--- src/rtl/fetch_if.sv ---
// Bus bundle between the fetch/align unit, the shared instruction memory port
// and the IF/ID register. The DUT side uses the master modport.
//
// Handshakes:
//   memory  : a request transfers on a cycle with mem_req && mem_gnt. Exactly
//             one mem_rvalid per granted request follows, at least one cycle
//             after the grant. mem_req is never held waiting for a grant:
//             it may drop between cycles without being granted.
//   inst    : an instruction transfers on a cycle with inst_valid && inst_ready.
//             While inst_valid && !inst_ready, inst_data, inst_pc and
//             inst_is_compressed hold their values.
interface fetch_if;
  logic        redirect_valid;
  logic [31:0] redirect_pc;

  logic        mem_req;
  logic [31:0] mem_addr;
  logic        mem_gnt;
  logic        mem_rvalid;
  logic [31:0] mem_rdata;

  logic        inst_valid;
  logic        inst_ready;
  logic [31:0] inst_data;
  logic [31:0] inst_pc;
  logic        inst_is_compressed;

  modport master (
    input  redirect_valid, redirect_pc,
    input  mem_gnt, mem_rvalid, mem_rdata,
    input  inst_ready,
    output mem_req, mem_addr,
    output inst_valid, inst_data, inst_pc, inst_is_compressed
  );

  modport slave (
    output redirect_valid, redirect_pc,
    output mem_gnt, mem_rvalid, mem_rdata,
    output inst_ready,
    input  mem_req, mem_addr,
    input  inst_valid, inst_data, inst_pc, inst_is_compressed
  );
endinterface

--- src/rtl/fetch_align_unit.sv ---
// Instruction fetch front end: issues word fetches, buffers the returned
// halfwords in a circular queue and presents one 16- or 32-bit instruction
// per handshake together with its PC. Redirects flush the queue and restart
// fetching; a response still in flight at a redirect is dropped via kill.
module fetch_align_unit #(
  parameter logic [31:0] RESET_PC = 32'h0000_0000,
  parameter int          BUF_HW   = 4
) (
  input logic      clk,
  input logic      rst,
  fetch_if.master  bus
);

  localparam int PTR_W = $clog2(BUF_HW);
  localparam int CNT_W = PTR_W + 1;

  typedef logic [PTR_W-1:0] ptr_t;
  typedef logic [CNT_W-1:0] cnt_t;

  // A request needs room for a whole word, so it is only issued while at
  // least two halfword slots are free.
  localparam cnt_t REQ_LIMIT = cnt_t'(BUF_HW - 2);

  // Halfword queue and its bookkeeping
  logic [15:0] queue_mem [BUF_HW];
  ptr_t        rd_ptr;
  ptr_t        wr_ptr;
  cnt_t        count;

  // Fetch side state
  logic [31:0] fetch_pc;     // next word address to request
  logic [31:0] head_pc;      // PC of the halfword at rd_ptr
  logic        outstanding;  // a granted request has not returned yet
  logic        kill;         // the in-flight response belongs to a flushed stream
  logic        discard_low;  // next accepted word starts at its high halfword

  // Combinational decode of the queue head and the per-cycle transfers
  logic [15:0] h0;
  logic [15:0] h1;
  logic        h0_comp;
  logic        inst_avail;
  logic        req;
  logic        fire;
  logic        resp;
  logic        accept;
  cnt_t        pop_n;
  cnt_t        push_n;

  // Decode the head of the queue and work out pops, pushes and the request.
  always_comb begin
    h0         = queue_mem[rd_ptr];
    h1         = queue_mem[rd_ptr + ptr_t'(1)];
    h0_comp    = (h0[1:0] != 2'b11);
    inst_avail = h0_comp ? (count >= cnt_t'(1)) : (count >= cnt_t'(2));

    req    = !outstanding && (count <= REQ_LIMIT) && !bus.redirect_valid;
    fire   = !rst && inst_avail && !bus.redirect_valid && bus.inst_ready;
    resp   = bus.mem_rvalid && outstanding;
    accept = resp && !kill;

    pop_n = '0;
    if (fire) begin
      pop_n = h0_comp ? cnt_t'(1) : cnt_t'(2);
    end

    push_n = '0;
    if (accept) begin
      push_n = discard_low ? cnt_t'(1) : cnt_t'(2);
    end
  end

  // Drive the bus outputs; everything reads as zero while reset is held.
  always_comb begin
    bus.mem_req            = 1'b0;
    bus.mem_addr           = '0;
    bus.inst_valid         = 1'b0;
    bus.inst_data          = '0;
    bus.inst_pc            = '0;
    bus.inst_is_compressed = 1'b0;
    if (!rst) begin
      bus.mem_req            = req;
      bus.mem_addr           = fetch_pc;
      bus.inst_valid         = inst_avail && !bus.redirect_valid;
      bus.inst_data          = h0_comp ? {16'h0000, h0} : {h1, h0};
      bus.inst_pc            = head_pc;
      bus.inst_is_compressed = h0_comp;
    end
  end

  // Control state: reset, then redirect, then normal fetch/pop/push.
  always_ff @(posedge clk) begin
    if (rst) begin
      fetch_pc    <= RESET_PC & 32'hFFFF_FFFC;
      head_pc     <= RESET_PC & 32'hFFFF_FFFE;
      discard_low <= RESET_PC[1];
      rd_ptr      <= '0;
      wr_ptr      <= '0;
      count       <= '0;
      outstanding <= 1'b0;
      kill        <= 1'b0;
    end else if (bus.redirect_valid) begin
      // A response landing in this very cycle is dropped and retires the
      // old request; otherwise the old request stays in flight and is
      // marked for dropping. No new request can be granted this cycle.
      fetch_pc    <= bus.redirect_pc & 32'hFFFF_FFFC;
      head_pc     <= bus.redirect_pc & 32'hFFFF_FFFE;
      discard_low <= bus.redirect_pc[1];
      rd_ptr      <= '0;
      wr_ptr      <= '0;
      count       <= '0;
      outstanding <= outstanding && !bus.mem_rvalid;
      kill        <= outstanding && !bus.mem_rvalid;
    end else begin
      // Grant and response cannot coincide: requests need !outstanding.
      if (req && bus.mem_gnt) begin
        outstanding <= 1'b1;
        fetch_pc    <= fetch_pc + 32'd4;
      end else if (resp) begin
        outstanding <= 1'b0;
      end

      if (resp) begin
        if (kill) begin
          kill <= 1'b0;
        end else if (discard_low) begin
          discard_low <= 1'b0;
        end
      end

      rd_ptr  <= rd_ptr + ptr_t'(pop_n);
      wr_ptr  <= wr_ptr + ptr_t'(push_n);
      count   <= count - pop_n + push_n;
      head_pc <= head_pc + (32'(pop_n) << 1);
    end
  end

  // Write accepted halfwords into the queue, low halfword first.
  always_ff @(posedge clk) begin
    if (!rst && !bus.redirect_valid && accept) begin
      if (discard_low) begin
        queue_mem[wr_ptr] <= bus.mem_rdata[31:16];
      end else begin
        queue_mem[wr_ptr]              <= bus.mem_rdata[15:0];
        queue_mem[wr_ptr + ptr_t'(1)]  <= bus.mem_rdata[31:16];
      end
    end
  end

  // The request rule must keep the queue from ever holding more than BUF_HW.
  assert property (@(posedge clk) disable iff (rst) count <= cnt_t'(BUF_HW));

endmodule

--- src/flat_wrapper.sv ---
// flat-port wrapper written by rule: the top's interface ports become plain ports
module fetch_align_unit_flat 
#(
  parameter logic [31:0] RESET_PC = 32'h0000_0000,
  parameter int          BUF_HW   = 4
)
  (clk, rst, bus_redirect_valid, bus_redirect_pc, bus_mem_gnt, bus_mem_rvalid, bus_mem_rdata, bus_inst_ready, bus_mem_req, bus_mem_addr, bus_inst_valid, bus_inst_data, bus_inst_pc, bus_inst_is_compressed);
  fetch_if bus_i ();
  input logic clk;
  input logic rst;
  input wire logic [$bits(bus_i.redirect_valid)-1:0] bus_redirect_valid;
  input wire logic [$bits(bus_i.redirect_pc)-1:0] bus_redirect_pc;
  input wire logic [$bits(bus_i.mem_gnt)-1:0] bus_mem_gnt;
  input wire logic [$bits(bus_i.mem_rvalid)-1:0] bus_mem_rvalid;
  input wire logic [$bits(bus_i.mem_rdata)-1:0] bus_mem_rdata;
  input wire logic [$bits(bus_i.inst_ready)-1:0] bus_inst_ready;
  output wire logic [$bits(bus_i.mem_req)-1:0] bus_mem_req;
  output wire logic [$bits(bus_i.mem_addr)-1:0] bus_mem_addr;
  output wire logic [$bits(bus_i.inst_valid)-1:0] bus_inst_valid;
  output wire logic [$bits(bus_i.inst_data)-1:0] bus_inst_data;
  output wire logic [$bits(bus_i.inst_pc)-1:0] bus_inst_pc;
  output wire logic [$bits(bus_i.inst_is_compressed)-1:0] bus_inst_is_compressed;
  assign bus_i.redirect_valid = bus_redirect_valid;
  assign bus_i.redirect_pc = bus_redirect_pc;
  assign bus_i.mem_gnt = bus_mem_gnt;
  assign bus_i.mem_rvalid = bus_mem_rvalid;
  assign bus_i.mem_rdata = bus_mem_rdata;
  assign bus_i.inst_ready = bus_inst_ready;
  assign bus_mem_req = bus_i.mem_req;
  assign bus_mem_addr = bus_i.mem_addr;
  assign bus_inst_valid = bus_i.inst_valid;
  assign bus_inst_data = bus_i.inst_data;
  assign bus_inst_pc = bus_i.inst_pc;
  assign bus_inst_is_compressed = bus_i.inst_is_compressed;
  fetch_align_unit #(.RESET_PC(RESET_PC), .BUF_HW(BUF_HW)) u_core (.clk(clk), .rst(rst), .bus(bus_i));
endmodule
--- config.mk ---
export PLATFORM = sky130hd
export DESIGN_NAME = fetch_align_unit_flat
export DESIGN_NICKNAME = d
export VERILOG_FILES = /design/src/rtl/fetch_if.sv /design/src/rtl/fetch_align_unit.sv /design/src/flat_wrapper.sv
export SDC_FILE = /design/constraint.sdc
export NUM_CORES = 1
export LEC_CHECK = 0
export ABC_AREA = 1
export ABC_CLOCK_PERIOD_IN_PS = 5100
export BUFFER_PORTS_ARGS = -buffer_cell sky130_fd_sc_hd__buf_2
export CAP_MARGIN = 20
export CORE_MARGIN = 5
export CORE_UTILIZATION = 61
export DETAILED_ROUTE_END_ITERATION = 10
export HOLD_SLACK_MARGIN = 0.1
export PLACE_DENSITY = 0.87
export SYNTH_ARGS = -nofsm -noshare
export SYNTH_HDL_FRONTEND = slang
export SYNTH_SLANG_ARGS = --single-unit
--- constraint.sdc ---
create_clock -name clk -period 5.1 [get_ports clk]
set_clock_uncertainty 0.05 [all_clocks]
set_input_delay 0.255 -clock clk [delete_from_list [all_inputs] [get_ports clk]]
set_output_delay 0.255 -clock clk [all_outputs]
set_load 0.005 [all_outputs]
==> metrics.cfg <==
[placement]
hpwl_um = 18500
place.gp.congestion = 0.974
port_buffers = 164

[cts]
cts_sinks = 135
numCtsBuffers = 17
ctsLongestPathBuffers = 2
tritoncts = done
postCtsSetupRepairBufs = 0
htree_num_levels = 4
clk_pin_slew_worst_paths_ps = 60
clkLatencyLatePin_ps = 430
root_buffer = clkbuf_16

[final_layout]
drive_gt1_frac = 0.182
nNetsFinal = 1521
antenna_cells = 0
area_growth_pct = 18.7

[floorplan]
die_h_um = 131
die_w_um = 131
ios = 169
rows = 44
dieArea_mm2 = 0.0170
core_area_mm2 = 0.0144
initial_core_util = 0.617

[pwr]
power_switching_mw = 0.726
p_int_mw = 2.10
power_frac_comb = 0.106
p_leak_nw = 4.73
powerDensity_mw_per_mm2 = 269
power_mw = 2.83
sw_frac_of_total = 0.257
pwr-share-clk = 0.468
p_seq_frac = 0.426
vdd_ir_drop_max_mv = 0.210

[setup_path]
cp.required_ps = 5340
crit_path_end_kind = register
critical_path_class = reg -> reg
cp-start-kind = register
cp.arrival_ps = 3750
crit_fanout = 75

[route]
ant_nets = 0
drc = 0
drt-total-wl_um = 27400
post_drt_via_cell_ratio = 5.82
wire_per_inst_um = 16.7
drt-pass1-iter-count = 7
drt_iter0_markers = 1061
num_vias = 9540

[run]
maxCapViolCount = 0

[global_routing]
grt_remaining_overflow = 0
grtUsageTotal = 0.319
antenna_found_initial = 0
grt_pass1_vias = 8843
grt_max_degree = 76
grt_pass1_wl_um = 42900

[sta]
finalSetupViolCount = 0
timing.fmax_ghz = 0.285
fin_crit_ps = 3510
min_period_over_period = 0.688
worst_pin_slew_ps = 1070
slew_headroom = 0.286
rsz0062_at_grt = no
tns_ps = 0
slew_viol_final = 0
final_hold_viol_count = 0

[yosys]
synth-async-reset-ratio = 0
yosys.area.top_type = edfxtp_1
synth_cell_types = 47
yosysSeqAreaShare = 0.377
syn_area_per_cell_um2 = 6.87
synth_warnings = 0
synth_edf_count = 64
synth_cells = 1289
netlist_area_mm2 = 0.00886
ys.flop_type = dfxtp_1
ys_ff_latch = 135
ys_top_cells_by_area = edfxtp_1 22%, dfxtp_1 16%, nand2_1 15%, inv_1 6.7%, nor2_1 6.6%
netlist.area_leader.share = 0.217

[worst_hold_path]
hp-class = in -> reg

[run_status]
status = finished clean

-- cell usage in the layout, fill, tap and decap left out, types with 12 or more instances in the layout --
| cell type | instances |
|---|---|
| o21ai_0 | 81 |
| nand3_1 | 54 |
| nor3_1 | 22 |
| edfxtp_1 | 64 |
| o22ai_1 | 12 |
| dlygate4sd3_1 | 24 |
| nand2_1 | 343 |
| a31oi_1 | 18 |
| nor2_1 | 156 |
| buf_2 | 163 |
| inv_1 | 157 |
| xor2_1 | 31 |
| a21oi_1 | 47 |
| o21ai_2 | 17 |
| clkbuf_16 | 17 |
| dfxtp_1 | 70 |
| o211ai_1 | 15 |
| o21ai_1 | 59 |
-- Yosys cell counts, types with 2 or more instances --
| library cell | n |
|---|---|
| o21ai_2 | 16 |
| buf_6 | 3 |
| buf_2 | 21 |
| nor2_8 | 2 |
| buf_1 | 7 |
| nor3_2 | 3 |
| o21ai_1 | 58 |
| nor3b_1 | 2 |
| nand3_1 | 54 |
| nor2_1 | 156 |
| nand4_2 | 3 |
| buf_4 | 8 |
| fa_1 | 3 |
| xor2_1 | 31 |
| o22ai_1 | 12 |
| o32ai_1 | 2 |
| inv_1 | 157 |
| o21ai_0 | 83 |
| ha_1 | 7 |
| o311ai_0 | 3 |
| dfxtp_1 | 71 |
| nand3_2 | 3 |
| clkbuf_1 | 23 |
| nor3_1 | 22 |
| nor3_4 | 2 |
| a21oi_1 | 47 |
| edfxtp_1 | 64 |
| nand2_2 | 9 |
| nand2_1 | 343 |
| a31oi_1 | 18 |
| o211ai_1 | 15 |
| nand4_1 | 9 |
| nor2_2 | 8 |
| nor2_4 | 4 |
| inv_2 | 7 |
| a21oi_2 | 2 |
-- sequential cells by signal, indices dropped and copies added, names as in the netlist --
name	count
u_core.kill	1
u_core.discard_low	1
u_core.outstanding	1
u_core.fetch_pc	30
u_core.count	3
u_core.queue_mem	64
u_core.head_pc	31
u_core.wr_ptr	2
u_core.rd_ptr	2
-- metrics by stage --
| stage | utilization | cell area [µm²] | cells | setup slack (ps) | hold slack, ps |
|---|---|---|---|---|---|
| after detailed placement | 0.672 | 9650 | 1582 | 1610 | 434 |
| after floorplan | - | 8870 | 1291 | 2510 | 329 |
| after global routing | 0.732 | 10500 | 1638 | 1240 | 119 |
| after global placement | 0.672 | 9650 | 1582 | 1650 | 428 |
| final | 0.732 | 10500 | 1638 | 1590 | 123 |
| after CTS | 0.732 | 10500 | 1638 | 1660 | 105 |
-- power groups by stage --
stage / clock network (mW) / registers [mW] / logic, mW
final: 1.32 / 1.20 / 0.301
after floorplan: 0 / 1.22 / 0.185
after detailed placement: 0 / 1.22 / 0.279
after CTS: 1.32 / 1.20 / 0.295
after global routing: 1.38 / 1.21 / 0.335
after global placement: 0 / 1.22 / 0.270
-- metal layers --
| layer | up-vias | wire length, µm | global-route usage |
|---|---|---|---|
| met4 | 0 | 1360 | 0.171 |
| met1 | 4258 | 9930 | 0.389 |
| met3 | 118 | 3030 | 0.0508 |
| li1 | 4505 | - | - |
| met2 | 659 | 13100 | 0.543 |
| met5 | - | 0 | 0 |
-- worst max-delay path, stage by stage, from the launching register on --
cell	delay [ps]
dfxtp_2	340
buf_4	560
nand2_1	130
nand3_1	130
nand2_1	130
nand3_1	110
nand3_1	90
nor2_1	150
nand2_1	70
inv_1	140
ha_1	200
fa_1	220
nand2_1	90
inv_1	90
nand2_2	100
nor3b_1	330
nand2_1	130
xor2_1	170
nand2_1	60
o21ai_1	60
-- path summary, 6_finish.rpt --
path,end,slack (ps),from,cells after the start
setup / recovery,u_core.head_pc[31],1590,u_core.rd_ptr[0],19
setup reg to reg,u_core.head_pc[31],1590,u_core.rd_ptr[0],19
hold reg to reg,u_core.outstanding,440,u_core.outstanding,2
hold / removal,u_core.fetch_pc[13],120,bus_redirect_pc[13],3
-- cell families (layout without fill, tap and decap cells) --
kind of cell / count (synthesis) / in the layout / synth area share
flops: 135 / 135 / 0.377
other cells: 1 / 3 / 0.000423
xor+xnor: 32 / 32 / 0.0316
simple gates: 625 / 625 / 0.303
fa+ha+maj: 10 / 10 / 0.0167
compound gates: 259 / 259 / 0.165
buf+inv: 227 / 390 / 0.106
-- layout make-up --
cell class / count / area [µm²]
clock inverter: 15 / 203
clock buffer: 17 / 425
inverter: 165 / 624
fill: 1144 / 3850
multi-input combinational: 929 / 4590
timing repair buffer: 193 / 1100
tap: 184 / 230
sequential: 135 / 3340
-- timing repair --
action	4_1_cts	5_1_grt
gates resized for setup	0	0
hold endpoints to repair	34	0
hold buffers	24	0
(Power assumes the default switching activity.)
